===== src/rtl/bpsk_pkg.sv =====
// Shared elaboration helpers for the BPSK receive-path arithmetic blocks.
// Everything here is evaluated at elaboration time to size trees and pipelines.
package bpsk_pkg;

    function automatic int clog2_int(input int n);
        int r;
        r = 0;
        while ((1 << r) < n) r++;
        return r;
    endfunction

    function automatic int tree_levels(input int n);
        return clog2_int(n);
    endfunction

    // Node count at the input of level k (level 0 sees the raw samples).
    function automatic int tree_nodes(input int n, input int k);
        return (n + (1 << k) - 1) >> k;
    endfunction

    function automatic int tree_latency(input int n, input int reg_every);
        int l;
        l = tree_levels(n);
        return (l == 0) ? 1 : (l + reg_every - 1) / reg_every;
    endfunction

    function automatic int out_width(input int n, input int width_in, input int acc_len);
        return width_in + clog2_int(n) + clog2_int(acc_len);
    endfunction

    // The last level is always registered so the accumulator sees a clean edge.
    function automatic bit stage_registered(input int k, input int levels, input int reg_every);
        return (((k + 1) % reg_every) == 0) || (k == levels - 1);
    endfunction

endpackage


===== src/rtl/tree_adder_stage.sv =====
// One adder-tree level: pairwise adds with a one-bit-wider odd pass-through,
// optionally followed by a data/valid register.
module tree_adder_stage #(
    parameter int M      = 2,
    parameter int W      = 1,
    parameter bit SIGNED = 1'b0,
    parameter bit REG    = 1'b1
) (
    input  logic                       clk,
    input  logic                       rst,
    input  logic                       clear,
    input  logic                       valid_in,
    input  logic [M-1:0][W-1:0]        data_in,
    output logic                       valid_out,
    output logic [(M+1)/2-1:0][W:0]    data_out
);

    function automatic logic [W:0] ext(input logic [W-1:0] x);
        return SIGNED ? {x[W-1], x} : {1'b0, x};
    endfunction

    logic [(M+1)/2-1:0][W:0] node;

    for (genvar i = 0; i < (M + 1) / 2; i++) begin : g_node
        if (2 * i + 1 < M) begin : g_add
            assign node[i] = ext(data_in[2*i]) + ext(data_in[2*i+1]);
        end else begin : g_pass
            assign node[i] = ext(data_in[2*i]);
        end
    end

    if (REG) begin : g_reg
        logic                    valid_q;
        logic [(M+1)/2-1:0][W:0] data_q;

        // NOTE: sequential state uses non-blocking assignments so every register
        // samples pre-edge values regardless of process evaluation order.
        // NOTE: the data registers are reset even though valid alone qualifies
        // them, so the output bus reads zero after reset rather than stale X.
        always_ff @(posedge clk or posedge rst) begin
            if (rst) begin
                valid_q <= 1'b0;
                data_q  <= '0;
            end else begin
                valid_q <= valid_in & ~clear;
                if (valid_in) data_q <= node;
            end
        end

        assign valid_out = valid_q;
        assign data_out  = data_q;
    end else begin : g_comb
        logic unused_ctrl;
        assign unused_ctrl = ^{clk, rst, clear};
        assign valid_out   = valid_in;
        assign data_out    = node;
    end

endmodule


===== src/rtl/pipelined_tree_adder.sv =====
// Streaming N-input adder tree with integrate-and-dump accumulation over
// ACC_LEN valid beats; result pulse arrives tree_latency()+1 cycles after a beat.
module pipelined_tree_adder
    import bpsk_pkg::*;
#(
    parameter int N         = 8,
    parameter int WIDTH_IN  = 1,
    parameter bit SIGNED    = 1'b0,
    parameter int REG_EVERY = 1,
    parameter int ACC_LEN   = 1,
    localparam int WIDTH_OUT = out_width(N, WIDTH_IN, ACC_LEN)
) (
    input  logic                        clk,
    input  logic                        rst,
    input  logic                        clear,
    input  logic                        valid_in,
    input  logic [N-1:0][WIDTH_IN-1:0]  data_in,
    output logic                        valid_out,
    output logic [WIDTH_OUT-1:0]        sum
);

    localparam int L  = tree_levels(N);
    localparam int WT = WIDTH_IN + L;
    localparam logic [WIDTH_OUT-1:0] LAST = WIDTH_OUT'(ACC_LEN - 1);

    logic [WT-1:0] tree_sum;
    logic          tree_valid;

    if (L == 0) begin : g_single
        always_ff @(posedge clk or posedge rst) begin
            if (rst) begin
                tree_valid <= 1'b0;
                tree_sum   <= '0;
            end else begin
                tree_valid <= valid_in & ~clear;
                if (valid_in) tree_sum <= data_in[0];
            end
        end
    end else begin : g_tree
        for (genvar k = 0; k < L; k++) begin : lvl
            localparam int M_K = tree_nodes(N, k);
            localparam int W_K = WIDTH_IN + k;

            logic                          vin;
            logic [M_K-1:0][W_K-1:0]       din;
            logic                          vout;
            logic [(M_K+1)/2-1:0][W_K:0]   dout;

            if (k == 0) begin : g_first
                assign vin = valid_in;
                assign din = data_in;
            end else begin : g_chain
                assign vin = lvl[k-1].vout;
                assign din = lvl[k-1].dout;
            end

            tree_adder_stage #(
                .M      (M_K),
                .W      (W_K),
                .SIGNED (SIGNED),
                .REG    (stage_registered(k, L, REG_EVERY))
            ) u_stage (
                .clk       (clk),
                .rst       (rst),
                .clear     (clear),
                .valid_in  (vin),
                .data_in   (din),
                .valid_out (vout),
                .data_out  (dout)
            );
        end

        assign tree_sum   = lvl[L-1].dout[0];
        assign tree_valid = lvl[L-1].vout;
    end

    logic [WIDTH_OUT-1:0] tree_ext;
    logic [WIDTH_OUT-1:0] acc_next;
    logic [WIDTH_OUT-1:0] acc;
    logic [WIDTH_OUT-1:0] cnt;

    if (SIGNED) begin : g_sext
        assign tree_ext = WIDTH_OUT'($signed(tree_sum));
    end else begin : g_zext
        assign tree_ext = WIDTH_OUT'(tree_sum);
    end

    // First beat of a block loads rather than adds, so acc never needs an explicit dump-clear.
    assign acc_next = (cnt == '0) ? tree_ext : acc + tree_ext;

    always_ff @(posedge clk or posedge rst) begin
        if (rst) begin
            cnt       <= '0;
            acc       <= '0;
            sum       <= '0;
            valid_out <= 1'b0;
        end else begin
            valid_out <= 1'b0;
            if (clear) begin
                cnt <= '0;
                acc <= '0;
            end else if (tree_valid) begin
                if (cnt == LAST) begin
                    sum       <= acc_next;
                    valid_out <= 1'b1;
                    cnt       <= '0;
                end else begin
                    acc <= acc_next;
                    cnt <= cnt + WIDTH_OUT'(1);
                end
            end
        end
    end

endmodule


===== config.mk =====
export PLATFORM = sky130hd
export DESIGN_NAME = pipelined_tree_adder
export DESIGN_NICKNAME = d
export VERILOG_FILES = /design/src/rtl/bpsk_pkg.sv /design/src/rtl/tree_adder_stage.sv /design/src/rtl/pipelined_tree_adder.sv
export SDC_FILE = /design/constraint.sdc
export NUM_CORES = 1
export LEC_CHECK = 0
export CAP_MARGIN = 20
export CORE_MARGIN = 2
export CORE_UTILIZATION = 55
export CTS_CLUSTER_DIAMETER = 100
export DETAILED_ROUTE_END_ITERATION = 7
export DONT_BUFFER_PORTS = 1
export PLACE_DENSITY_LB_ADDON = 0.2
export REMOVE_ABC_BUFFERS = 1
export SYNTH_ARGS = -nofsm -noshare
export SYNTH_HDL_FRONTEND = slang
export SYNTH_HIERARCHICAL = 1
export SYNTH_SLANG_ARGS = --single-unit

===== constraint.sdc =====
create_clock -name clk -period 1.9 [get_ports clk]
set_input_delay 0.38 -clock clk [delete_from_list [all_inputs] [get_ports clk]]
set_output_delay 0.38 -clock clk [all_outputs]
set_load 0.01 [all_outputs]

* Word-level counts from Yosys, hierarchy flattened *
Index checks and enable logic that the tools add are counted.

storage, ports and cells
  bits in registers = 34
  latch bits = 0
  memory bits (writable) = 0
  ROM bits = 0
  output and inout bits = 5
  memories kept = 0

cells by class
  add/subtract/negate cells = 9
  $mul = 0
  div/mod/pow operators = 0
  $lt $le $gt $ge = 0
  equal/unequal tests = 1
  shifts and indexed selects = 0
  multiplexer cells = 10
  bitwise operators = 4
  reductions and logical operators = 4

operator list
  kind                   number
  $mux W4                7
  $add A1 B1 Y2          4
  $add A2 B2 Y3          2
  $add A3 B3 Y4          1
  $add A4 B1 Y4 const B  1
  $add A4 B4 Y4          1
  $logic_not A4 Y1       1
  $and A1 B1 Y1          3
  $mux W1                3
  $reduce_and A3 Y1      1
  $ne A2 B2 Y1 const B   1
  $reduce_and A2 Y1      1
  $reduce_bool A2 Y1     1
  $not A1 Y1             1

* Longest topological paths before layout *
Gate-level depths: netlist of run 1.

  depth in word-level cells = 5
  depth in mapped cells = 7
  mapped depth without buffers = 6

* By module *
Netlist of run 1, hierarchy kept.

by module, submodules not included
  module                                    instances  cells an instance  area an instance (um^2)  sequential area each (um^2)
  pipelined_tree_adder                      1          38                 436.7                    225.2
  tree_adder_stage (g_tree.lvl[0].u_stage)  1          24                 416.6                    225.2
  tree_adder_stage (g_tree.lvl[1].u_stage)  1          25                 355.3                    175.2
  tree_adder_stage (g_tree.lvl[2].u_stage)  1          24                 286.5                    125.1

* Worst setup path before layout of run 1 *
Ideal clock, no wire load.

  path kind = register to register
  start point = reg cnt[0]
  end point = reg sum[0]
  arrival time = 1.753 ns
  data required time = 1.775 ns
  path slack = 0.022 ns
  cell stages (with the launch flop) = 7
  buffers on the path = 1
  period minus slack after synthesis = 1.878 ns
  path through = dfrtp_1 inv_1 ha_1 or3b_4 or3b_1 buf_6 mux2_4

between the ends
  word-level cells in the longest chain between the ends = 2
  elaborated cells between the ends (all ways) = 3

ends and longest elaborated chain
  element                                                        line                                                     text
  start: declaration                                             pipelined_tree_adder.sv:80                               logic [WIDTH_OUT-1:0] cnt;
  start signal: assignment                                       pipelined_tree_adder.sv:109                              cnt <= cnt + WIDTH_OUT'(1);
  $logic_not A4 Y1 *                                             pipelined_tree_adder.sv:89, pipelined_tree_adder.sv:103
  $reduce_and A3 Y1 (no source line) or $mux W4 (tied branches)  -
  end signal: assignment                                         pipelined_tree_adder.sv:104                              sum <= acc_next;
  end: declaration                                               pipelined_tree_adder.sv:19                               output logic [WIDTH_OUT-1:0] sum

Mark *: on every way between the ends. The rest lies on a longest branch, timed or not.
A chain may end at the register's enable or synchronous reset.

* Worst setup path in the final report of run 1 *
  start point = reg cnt[1]
  end point = reg sum[2]

Same word-level chain as after synthesis.

==> metrics, run 1 <==
outcome=complete, no violations; largest net degree at the start of global routing=11; Critical Path RT=2.11 ns; starting density of the core=59.3%; Std-Cell Rows=18; syn avg cell area=13.5 um^2; CP startpoint kind=register; period utilization=96.9%; DRC viols=0; Worst-Skew Late Latency=0.32 ns; GPL Wtd Cong=0.764; cts bufs inserted=5; overall power=1.72 mW; Max stage delay on crit path=0.43 ns; Syn Inst Count=111; global-route wire length before repair=roughly 3500 um; area grow syn2layout=7.87%; worst path cell trace=inv_1 -> ha_4 -> or3b_4 -> or3b_4 -> mux2_4; Tot GR Track Use=14.4%; Routed Antenna Nets=0; Tightest Pin Transition=between 0.3 and 0.4 ns; filler instances=205; 1st-iter DRT viols=6; Final Hold Viols=0; CP dominant cell by count=or3b_4; Final Setup Violations=0; Pwr Density=1070 nW/um^2; CTS clk-pin slew, worst paths=roughly 0.10 ns; grt ovf=0; sequential cell area fraction in the yosys report=50.2%; DR vias=778; Max Fclk=543 MHz; Final nets=144; launch point of the worst path=cnt[1]; H-tree Lvls=2; Synth cell types=20; max_slew headroom=75.4%; CP arrival=2.05 ns; fraction of layout cells with a size suffix above 1=about 29%; TNS Setup=0 ns; WS Path Type=register to register; Die Area=3150 um^2; die height=56.1 um; drt pass-1 iters=4; Worst Hold Launch=clear; fin crit period=1.84 ns; wire per inst=14.3 um; max-slew violations=0; Buffers on Ports=0; worst IR drop on VDD=approximately 1.1 mV; WP buf/inv=1; Setup crit end kind=register; worst reg2reg path depth=5; crit-path max FO=6; Hold Path Class=input pin to register; Clock Root Buffer=clkbuf_4; Leak=0.821 nW; max-cap violations=0; final wirelength=2140 um; Synth Register Bits=30; die width=56.1 um; clock sink count=30; clk_skew=0.00606 ns; R2R Path Start=cnt[1]; RSZ-0062 raised after global routing=false; Worst R2R Setup Slack=just under 0.06 ns; Ports=17; total core area=2520 um^2; vias per inst=approximately 5.2; Warnings, synthesis=6; number of cells on the worst hold path=1; Worst Hold Endpoint=g_tree.lvl[2].u_stage/valid_out; TritonCTS clock tree=done; initial antenna violation count=0; vias in the first global route=between 800 and 900; hpwl dp=approximately 1600 um; area of the mapped netlist=1500 um^2; Reg2Reg Capture Point=sum[2]; Crit-path slowest cell=or3b_4; critical path's top delay family=simple AND/OR/NAND/NOR gates; clock buffer depth=2; antenna cells=0
[Yosys cell counts]
cell	instances	area share (%)
a21oi_1	4	1.3
buf_4	1	0.50
buf_6	4	3.0
dfrtp_1	30	50
fa_1	3	4.0
ha_1	11	9.2
inv_1	15	3.8
mux2_2	1	0.75
mux2_4	17	17
mux2i_1	3	2.0
nand2_1	4	1.0
nand4_1	1	0.42
nor2_1	6	1.5
nor2b_1	4	1.7
nor3_1	1	0.33
o21ai_0	2	0.67
or3b_1	1	0.59
or3b_4	1	0.75
xnor2_1	1	0.59
xor2_1	1	0.59
[timing repair]
action	CTS	global route
endpoints found under the hold margin	30	0
hold buffers	1	0
setup buffers	0	1
gates resized for setup	1	3
pin swaps	0	1
setup endpoints to repair	3	3
cloned	0	0
[registers in the layout, summed over array words and instances, names as in the netlist]
signal                        flops
cnt                               4
g_tree.lvl.u_stage/valid_out      3
g_tree.lvl.u_stage/data_out      18
valid_out                         1
sum                               4
[metrics by stage]
step / hold slack [ns] / area [um^2] / util [%] / setup slack (ns) / cells
after floorplan: 0.159 / 1440 / - / 0.0202 / 106
after global placement: 0.174 / 1500 / 59.6 / 0.0128 / 139
after detailed placement: 0.176 / 1500 / 59.6 / -0.0542 / 139
after CTS: 0.0870 / 1590 / 63.1 / 0.0192 / 148
after global routing: 0.0791 / 1610 / 63.9 / 0.00974 / 149
final: 0.107 / 1610 / 63.9 / 0.0593 / 149
[power by group]
group	total, mW	switching [mW]	internal (mW)
Combinational	0.347	0.129	0.218
Sequential	0.880	0.111	0.769
Clock	0.492	0.220	0.272
Total	1.72	0.459	1.26
[final cells by class]
cell class / count / area [um^2] / area share [%]
tap: 30 / 37.5 / 2.33
inverter: 15 / 56.3 / 3.49
timing repair buffer: 5 / 40.0 / 2.48
sequential: 30 / 751 / 46.5
clock inverter: 3 / 40.0 / 2.48
multi-input combinational: 61 / 651 / 40.3
clock buffer: 5 / 37.5 / 2.33
[cells by family after synthesis]
kind of cell	after synthesis	synth area share, %
compound gates	6	2.01
xor+xnor	2	1.17
fa+ha+maj	14	13.2
buf+inv	20	7.28
flops	30	50.2
mux	21	19.8
simple gates	18	6.28
[cell usage in the layout (no fill, tap or decap)]
master         synthesis  routed
xnor2_1                1       1
ha_4                   0       1
a21oi_1                4       4
nor2_1                 6       6
fa_1                   3       3
or3b_4                 1       2
clkinv_2               0       2
o21ai_0                2       2
mux2_2                 1       1
dfrtp_1               30      30
nor3_1                 1       1
bufinv_16              0       1
nand4_1                1       1
mux2_4                17      17
inv_2                  0       1
clkbuf_4               0       5
inv_1                 15      14
nand2_1                4       4
nor2b_1                4       4
xor2_1                 1       1
ha_1                  11      10
buf_4                  1       4
mux2i_1                3       3
dlygate4sd3_1          0       1
[how the worst max path moves through the flow]
stage	end	cells past startpoint
floorplan	sum[0]	5
global placement	sum[0]	5
detailed placement	sum[2]	5
CTS	sum[2]	5
global route	sum[2]	5
finish	sum[2]	5
[per-layer routing]
| layer | global-route usage (%) | vias up | wire, um |
|---|---|---|---|
| li1 | - | 372 | - |
| met1 | 15.6 | 390 | 920 |
| met2 | 24.4 | 16 | 1110 |
| met3 | 5.12 | 0 | 109 |
| met4 | 8.16 | 0 | 0 |
| met5 | 0 | - | 0 |
Note: power is estimated with default switching activity, not from simulation.
==> inputs of run 2 (changes only) <==
Settings changed: ABC_AREA from default to 1, CAP_MARGIN 20 to 10, CORE_UTILIZATION 55 to 66.
Clock period 1.9 ns to 2.2 ns, I/O delays scaled along.
==> metrics, run 2 <==
outcome=complete, no violations (unchanged); number of synthesized flops with an enable pin=0 (unchanged); Internal=0.975 mW (was 1.26 mW); grt ovf=0 (unchanged); Routed Antenna Nets=0 (unchanged); period utilization=75.7% (was 96.9%); TritonCTS clock tree=done (unchanged); max_slew headroom=67.0% (was 75.4%); Final nets=218 (was 144); Clock Root Buffer=clkbuf_4 (unchanged); Leak=0.955 nW (was 0.821 nW); Comb pwr share=17.3% (was 20.2%); TNS Setup=0 ns (unchanged); max-slew violations=0 (unchanged); initial antenna violation count=0 (unchanged); Worst Hold Launch=clear (unchanged); hpwl dp=2270 um (was 1590 um); critical path's top delay family=compound AO/OA/AOI/OAI gates (was simple AND/OR/NAND/NOR gates); CP startpoint kind=register (unchanged); clk_skew=0.0192 ns (was 0.00606 ns); Pwr Density=792 nW/um^2 (was 1070 nW/um^2); post-cts resize count=0 (was 1); Reg2Reg Capture Point=acc[1] (was sum[2]); Post-synth top cells=63 x nand2_1, 33 x dfrtp_1, 24 x inv_1 (was 30 x dfrtp_1, 17 x mux2_4, 15 x inv_1); die height=54.2 um (was 56.1 um); CTS Hold Bufs=1 (unchanged); Sw Share=29.9% (was 26.7%); NetSw=0.415 mW (was 0.459 mW); max-cap violations=0 (unchanged); Synth area leaders=dfrtp_1 50%, nand2_1 14%, ha_1 9.8%, inv_1 5.4%, fa_1 4.8% (was dfrtp_1 50%, mux2_4 17%, ha_1 9.2%, fa_1 4.0%, inv_1 3.8%); Tot GR Track Use=24.6% (was 14.4%); most frequent cells in the layout=63 x nand2_1, 33 x dfrtp_1, 24 x inv_1, 13 x ha_1, 12 x nor2_1 (was 30 x dfrtp_1, 17 x mux2_4, 14 x inv_1, 10 x ha_1, 6 x nor2_1); Worst Hold Endpoint=g_tree.lvl[0].u_stage/valid_out (was g_tree.lvl[2].u_stage/valid_out); sequential group share of total power=54.8% (was 51.2%); launch point of the worst path=cnt[0] (was cnt[1]); Final Hold Viols=0 (unchanged); clock sink count=33 (was 30); Max Fclk=601 MHz (was 543 MHz); Synth Area in XOR/XNOR=0.528% (was 1.17%); worst path cell trace=inv_1 -> ha_1 -> nand2_1 -> o21ai_0 -> o21ai_0 (was inv_1 -> ha_4 -> or3b_4 -> or3b_4 -> mux2_4); wire per inst=13.7 um (was 14.3 um); Std-Cell Rows=18 (unchanged); Post-Layout Inst Area=1760 um^2 (was 1610 um^2); WS Path Type=register to register (unchanged); Critical Path RT=2.39 ns (was 2.11 ns); top cell type's share of synthesized area=49.7% (was 50.2%); Adder-Cell Fraction of Synth Area=14.6% (was 13.2%); most common cell after layout, fill and taps aside=nand2_1 (was dfrtp_1); Die Area=2930 um^2 (was 3150 um^2); Max stage delay on crit path=0.42 ns (was 0.43 ns); Synth Register Bits=33 (was 30); largest area contributor in the netlist=dfrtp_1 (unchanged); Worst R2R Setup Slack=0.54 ns (was 0.06 ns); Syn Inst Count=183 (was 111); GPL Wtd Cong=0.796 (was 0.764); Worst-Skew Late Latency=0.34 ns (was 0.32 ns); H-tree Lvls=2 (unchanged); total core area=2430 um^2 (was 2520 um^2); clock buffer depth=2 (unchanged); Synth Area in Compound Gates=6.41% (was 2.01%); syn avg cell area=9.07 um^2 (was 13.5 um^2); Buffers on Ports=0 (unchanged); crit-path max FO=10 (was 6); vias per inst=5.24 (was 5.22); global-route wire length before repair=4860 um (was 3470 um); DR vias=1152 (was 778); fraction of layout cells with a size suffix above 1=10.0% (was 28.6%); most common cell in the synthesized netlist=nand2_1 (was dfrtp_1); Warnings, synthesis=6 (unchanged); vias in the first global route=1180 (was 815); Placed Area=1680 um^2 (was 1500 um^2); Clk pwr share=27.9% (was 28.6%); drt pass-1 iters=4 (unchanged); Crit-path slowest cell=dfrtp_1 (was or3b_4); die width=54.2 um (was 56.1 um); DRC viols=0 (unchanged); R2R Path Start=cnt[0] (was cnt[1]); number of cells on the worst hold path=1 (unchanged); RSZ-0062 raised after global routing=false (unchanged); max FFs per register=18 (unchanged); 1st-iter DRT viols=25 (was 6); WP buf/inv=1 (unchanged); Synth async-reset ratio=100% (unchanged); ys flop type=dfrtp_1 (unchanged); cts bufs inserted=5 (unchanged); area grow syn2layout=5.73% (was 7.87%); Tightest Pin Transition=0.494 ns (was 0.369 ns); worst reg2reg path depth=5 (unchanged); Hold Path Class=input pin to register (unchanged); Setup crit end kind=register (unchanged); largest net degree at the start of global routing=13 (was 11); antenna cells=0 (unchanged); CP arrival=1.86 ns (was 2.05 ns); area of the mapped netlist=1660 um^2 (was 1500 um^2); Synth cell types=20 (unchanged); fin crit period=1.66 ns (was 1.84 ns); Final Setup Violations=0 (unchanged); multiplexer share of the synthesized area=0% (was 19.8%); CP dominant cell by count=o21ai_0 (was or3b_4); area share of and/or/nand/nor cells after synthesis=21.3% (was 6.28%); Ports=17 (unchanged); worst IR drop on VDD=0.599 mV (was 1.07 mV); main combinational cell family by area after synthesis=simple AND/OR/NAND/NOR gates (was multiplexers); CTS clk-pin slew, worst paths=0.11 ns (was 0.10 ns); sequential cell area fraction in the yosys report=49.7% (was 50.2%); total setup buffers inserted after CTS=0 (unchanged); starting density of the core=68.3% (was 59.3%); final wirelength=3020 um (was 2140 um)
## run 2: changes by cell type after synthesis, sizes merged, moves of 4 or more
cell	delta
o21ai	+10
nor2	+8
nor2b	-4
inv	+12
nand2	+60
mux2	-18
## run 2: worst max path at each step
stage | cells past startpoint | slack (ns) | endpoint
floorplan | 6 | 0.74 | acc[0]
global placement | 6 | 0.68 | acc[0]
detailed placement | 6 | 0.57 | acc[1]
CTS | 6 | 0.55 | acc[1]
global route | 6 | 0.48 | acc[0]
finish | 5 | 0.54 | acc[1]
## run 2: cell families (layout without fill, tap and decap cells)
| family | after synthesis | after routing |
|---|---|---|
| simple gates | 84 | 84 |
| compound gates | 19 | 19 |
| buf+inv | 29 | 36 |
| flops | 33 | 33 |
| xor+xnor | 1 | 1 |
| fa+ha+maj | 17 | 17 |
## run 2: power groups by stage
stage,combinational [mW],sequential (mW),clock (mW)
6_report,0.241,0.762,0.388
5_1_grt,0.284,0.777,0.416
4_1_cts,0.243,0.764,0.394
3_5_place_dp,0.237,0.775,0
3_3_place_gp,0.223,0.771,0
2_1_floorplan,0.195,0.754,0
## run 2: layout make-up
class,count,area [um^2]
inverter,27,101
tap,30,37.5
fill,189,677
multi-input combinational,121,711
clock inverter,1,5.00
timing repair buffer,1,10.0
clock buffer,7,65.1
sequential,33,826
## run 2: worst register-to-register path, delay by kind of cell, from the launching register on
kind                       cells  cell delay [ns]
AOI/OAI and AO/OA              2             0.56
DFF                            1             0.42
and+or+nand+nor                1             0.29
adders and majority gates      1             0.15
buffers and inverters          1             0.10
## run 2: per-stage QoR
step                      total power, mW  util (%)  instances  setup slack (ns)  hold slack [ns]
final                                1.39      72.2        220             0.535            0.145
after global routing                 1.48      72.2        220             0.480            0.132
after CTS                            1.40      72.2        220             0.550            0.144
after detailed placement             1.01      68.9        211             0.573            0.241
after global placement              0.994      68.9        211             0.677            0.234
after floorplan                     0.950         -        181             0.736            0.219
## run 2: metal layers
metal	vias up	global-route usage (%)	share of wire [%]	routed length, um
met3	9	6.39	3.5	105
li1	572	-	-	-
met5	-	0	0	0
met1	546	24.9	39	1170
met2	25	45.6	55	1680
met4	0	12.5	2.2	66
==> inputs of run 3 (changes only) <==
Settings changed: CORE_UTILIZATION 66 to 61.
Clock period 2.2 ns to 1.55 ns, I/O delays scaled along.
==> metrics, run 3 (same netlist as run 2, synthesis figures left out) <==
max_slew headroom=68.6% (was 67.0%); Final Util=70.0% (was 72.2%); DR vias=1176 (was 1152); die width=56.2 um (was 54.2 um); wire per inst=12.8 um (was 13.7 um); clock buffer depth=2 (unchanged); final worst slack=0.0682 ns (was 0.535 ns); Die Area=3160 um^2 (was 2930 um^2); Tot GR Track Use=20.4% (was 24.6%); Placement Setup Slack=0.0919 ns (was 0.573 ns); grt ovf=0 (unchanged); Max Fclk=675 MHz (was 601 MHz); Buffers on Ports=0 (unchanged); clk_skew=0.0126 ns (was 0.0192 ns); Ports=17 (unchanged); outcome=complete, no violations (unchanged); TNS Setup=0 ns (unchanged); Tightest Pin Transition=0.470 ns (was 0.494 ns); die height=56.2 um (was 54.2 um); fraction of layout cells with a size suffix above 1=11.4% (was 10.0%); hpwl dp=2220 um (was 2270 um); Pwr Density=1080 nW/um^2 (was 792 nW/um^2); clock sink count=33 (unchanged); Hold Path Class=input pin to register (unchanged); fin crit period=1.48 ns (was 1.66 ns); TritonCTS clock tree=done (unchanged); worst path cell trace=ha_1 -> inv_1 -> fa_1 -> nand2_1 -> o21ai_0 -> a21oi_1 (was inv_1 -> ha_1 -> nand2_1 -> o21ai_0 -> o21ai_0); Crit-path slowest cell=dfrtp_1 (unchanged); Leak=0.970 nW (was 0.955 nW); Routed Antenna Nets=0 (unchanged); H-tree Lvls=2 (unchanged); antenna cells=0 (unchanged); max-cap violations=0 (unchanged); WS Path Type=register to register (unchanged); GPL Wtd Cong=0.819 (was 0.796); vias per inst=5.27 (was 5.24); area grow syn2layout=6.41% (was 5.73%); 1st-iter DRT viols=50 (was 25); max-slew violations=0 (unchanged); Max stage delay on crit path=0.41 ns (was 0.42 ns); Worst-Skew Late Latency=0.32 ns (was 0.34 ns); WP buf/inv=1 (unchanged); crit-path max FO=3 (was 10); final wirelength=2850 um (was 3020 um); CP startpoint kind=register (unchanged); starting density of the core=65.8% (was 68.3%); worst IR drop on VDD=0.831 mV (was 0.599 mV); drt pass-1 iters=4 (unchanged); vias in the first global route=1227 (was 1180); Setup crit end kind=register (unchanged); global-route wire length before repair=4950 um (was 4860 um); max FFs per register=18 (unchanged); Critical Path RT=1.79 ns (was 2.39 ns); Final nets=221 (was 218); critical path's top delay family=adder cells (was compound AO/OA/AOI/OAI gates); Clock Root Buffer=clkbuf_4 (unchanged); CP arrival=1.73 ns (was 1.86 ns); most frequent cells in the layout=63 x nand2_1, 33 x dfrtp_1, 24 x inv_1, 13 x ha_1, 12 x nor2_1 (unchanged); initial antenna violation count=0 (unchanged); Final Hold Viols=0 (unchanged); Std-Cell Rows=18 (unchanged); period utilization=95.6% (was 75.7%); total core area=2520 um^2 (was 2430 um^2); most common cell after layout, fill and taps aside=nand2_1 (unchanged); DRC viols=0 (unchanged); CTS clk-pin slew, worst paths=0.10 ns (was 0.11 ns); largest net degree at the start of global routing=13 (unchanged); Final Setup Violations=0 (unchanged); cts bufs inserted=5 (unchanged)
[run 3: layout make-up]
| cell class | count | area [um^2] |
|---|---|---|
| well taps | 30 | 37.5 |
| clock inverters | 2 | 10.0 |
| fillers | 204 | 756 |
| repair buffers | 4 | 32.5 |
| inverters | 27 | 101 |
| clock buffers | 6 | 41.3 |
| multi-input cells | 121 | 718 |
| flip-flops and latches | 33 | 826 |
[run 3: timing repair]
| item | 4_1_cts | 5_1_grt |
|---|---|---|
| hold buffers | 1 | 0 |
| buffers inserted | 0 | 1 |
| gates resized for setup | 0 | 1 |
| endpoints found under the setup margin | 0 | 2 |
| hold endpoints to repair | 33 | 0 |
[run 3: worst paths after layout]
path | from | to | slack (ns) | cells past startpoint
worst max-delay path | g_tree.lvl[2].u_stage/data_out[0] | sum[1] | 0.07 | 6
worst min-delay path | clear | g_tree.lvl[0].u_stage/valid_out | 0.03 | 1
worst max register to register | g_tree.lvl[2].u_stage/data_out[0] | sum[1] | 0.07 | 6
worst min register to register | g_tree.lvl[0].u_stage/data_out[6] | g_tree.lvl[0].u_stage/data_out[6] | 0.49 | 2
max in group asynchronous | rst | valid_out | 0.72 | 2
min in group asynchronous | rst | g_tree.lvl[2].u_stage/data_out[3] | 0.39 | 2
[run 3: power by group]
group	switching (mW)	leakage (nW)	total (mW)	internal (mW)
registers	0.104	0.428	1.08	0.977
clock network	0.271	0.0320	0.443	0.173
logic	0.212	0.510	0.376	0.165
[run 3: per-stage QoR]
stage               cell area (um^2)  instances  power [mW]  hold WS (ns)
floorplan                       1640        181        1.35        0.0885
global placement                1690        213        1.42         0.104
detailed placement              1690        213        1.45         0.112
CTS                             1750        222        1.90        0.0257
global route                    1770        223        2.02        0.0128
finish                          1770        223        1.90        0.0336
[run 3: worst register-to-register path, stage by stage (launching register included)]
cell	delay, ns
dfrtp_1	0.41
ha_1	0.20
inv_1	0.06
fa_1	0.41
nand2_1	0.07
o21ai_0	0.10
a21oi_1	0.15
[run 3: layer usage]
| metal | global-route usage [%] | share of wire, % | vias to the layer above |
|---|---|---|---|
| li1 | - | - | 575 |
| met1 | 19.9 | 38 | 564 |
| met2 | 39.8 | 56 | 28 |
| met3 | 5.58 | 3.9 | 9 |
| met4 | 7.82 | 2.2 | 0 |
| met5 | 0 | 0 | - |
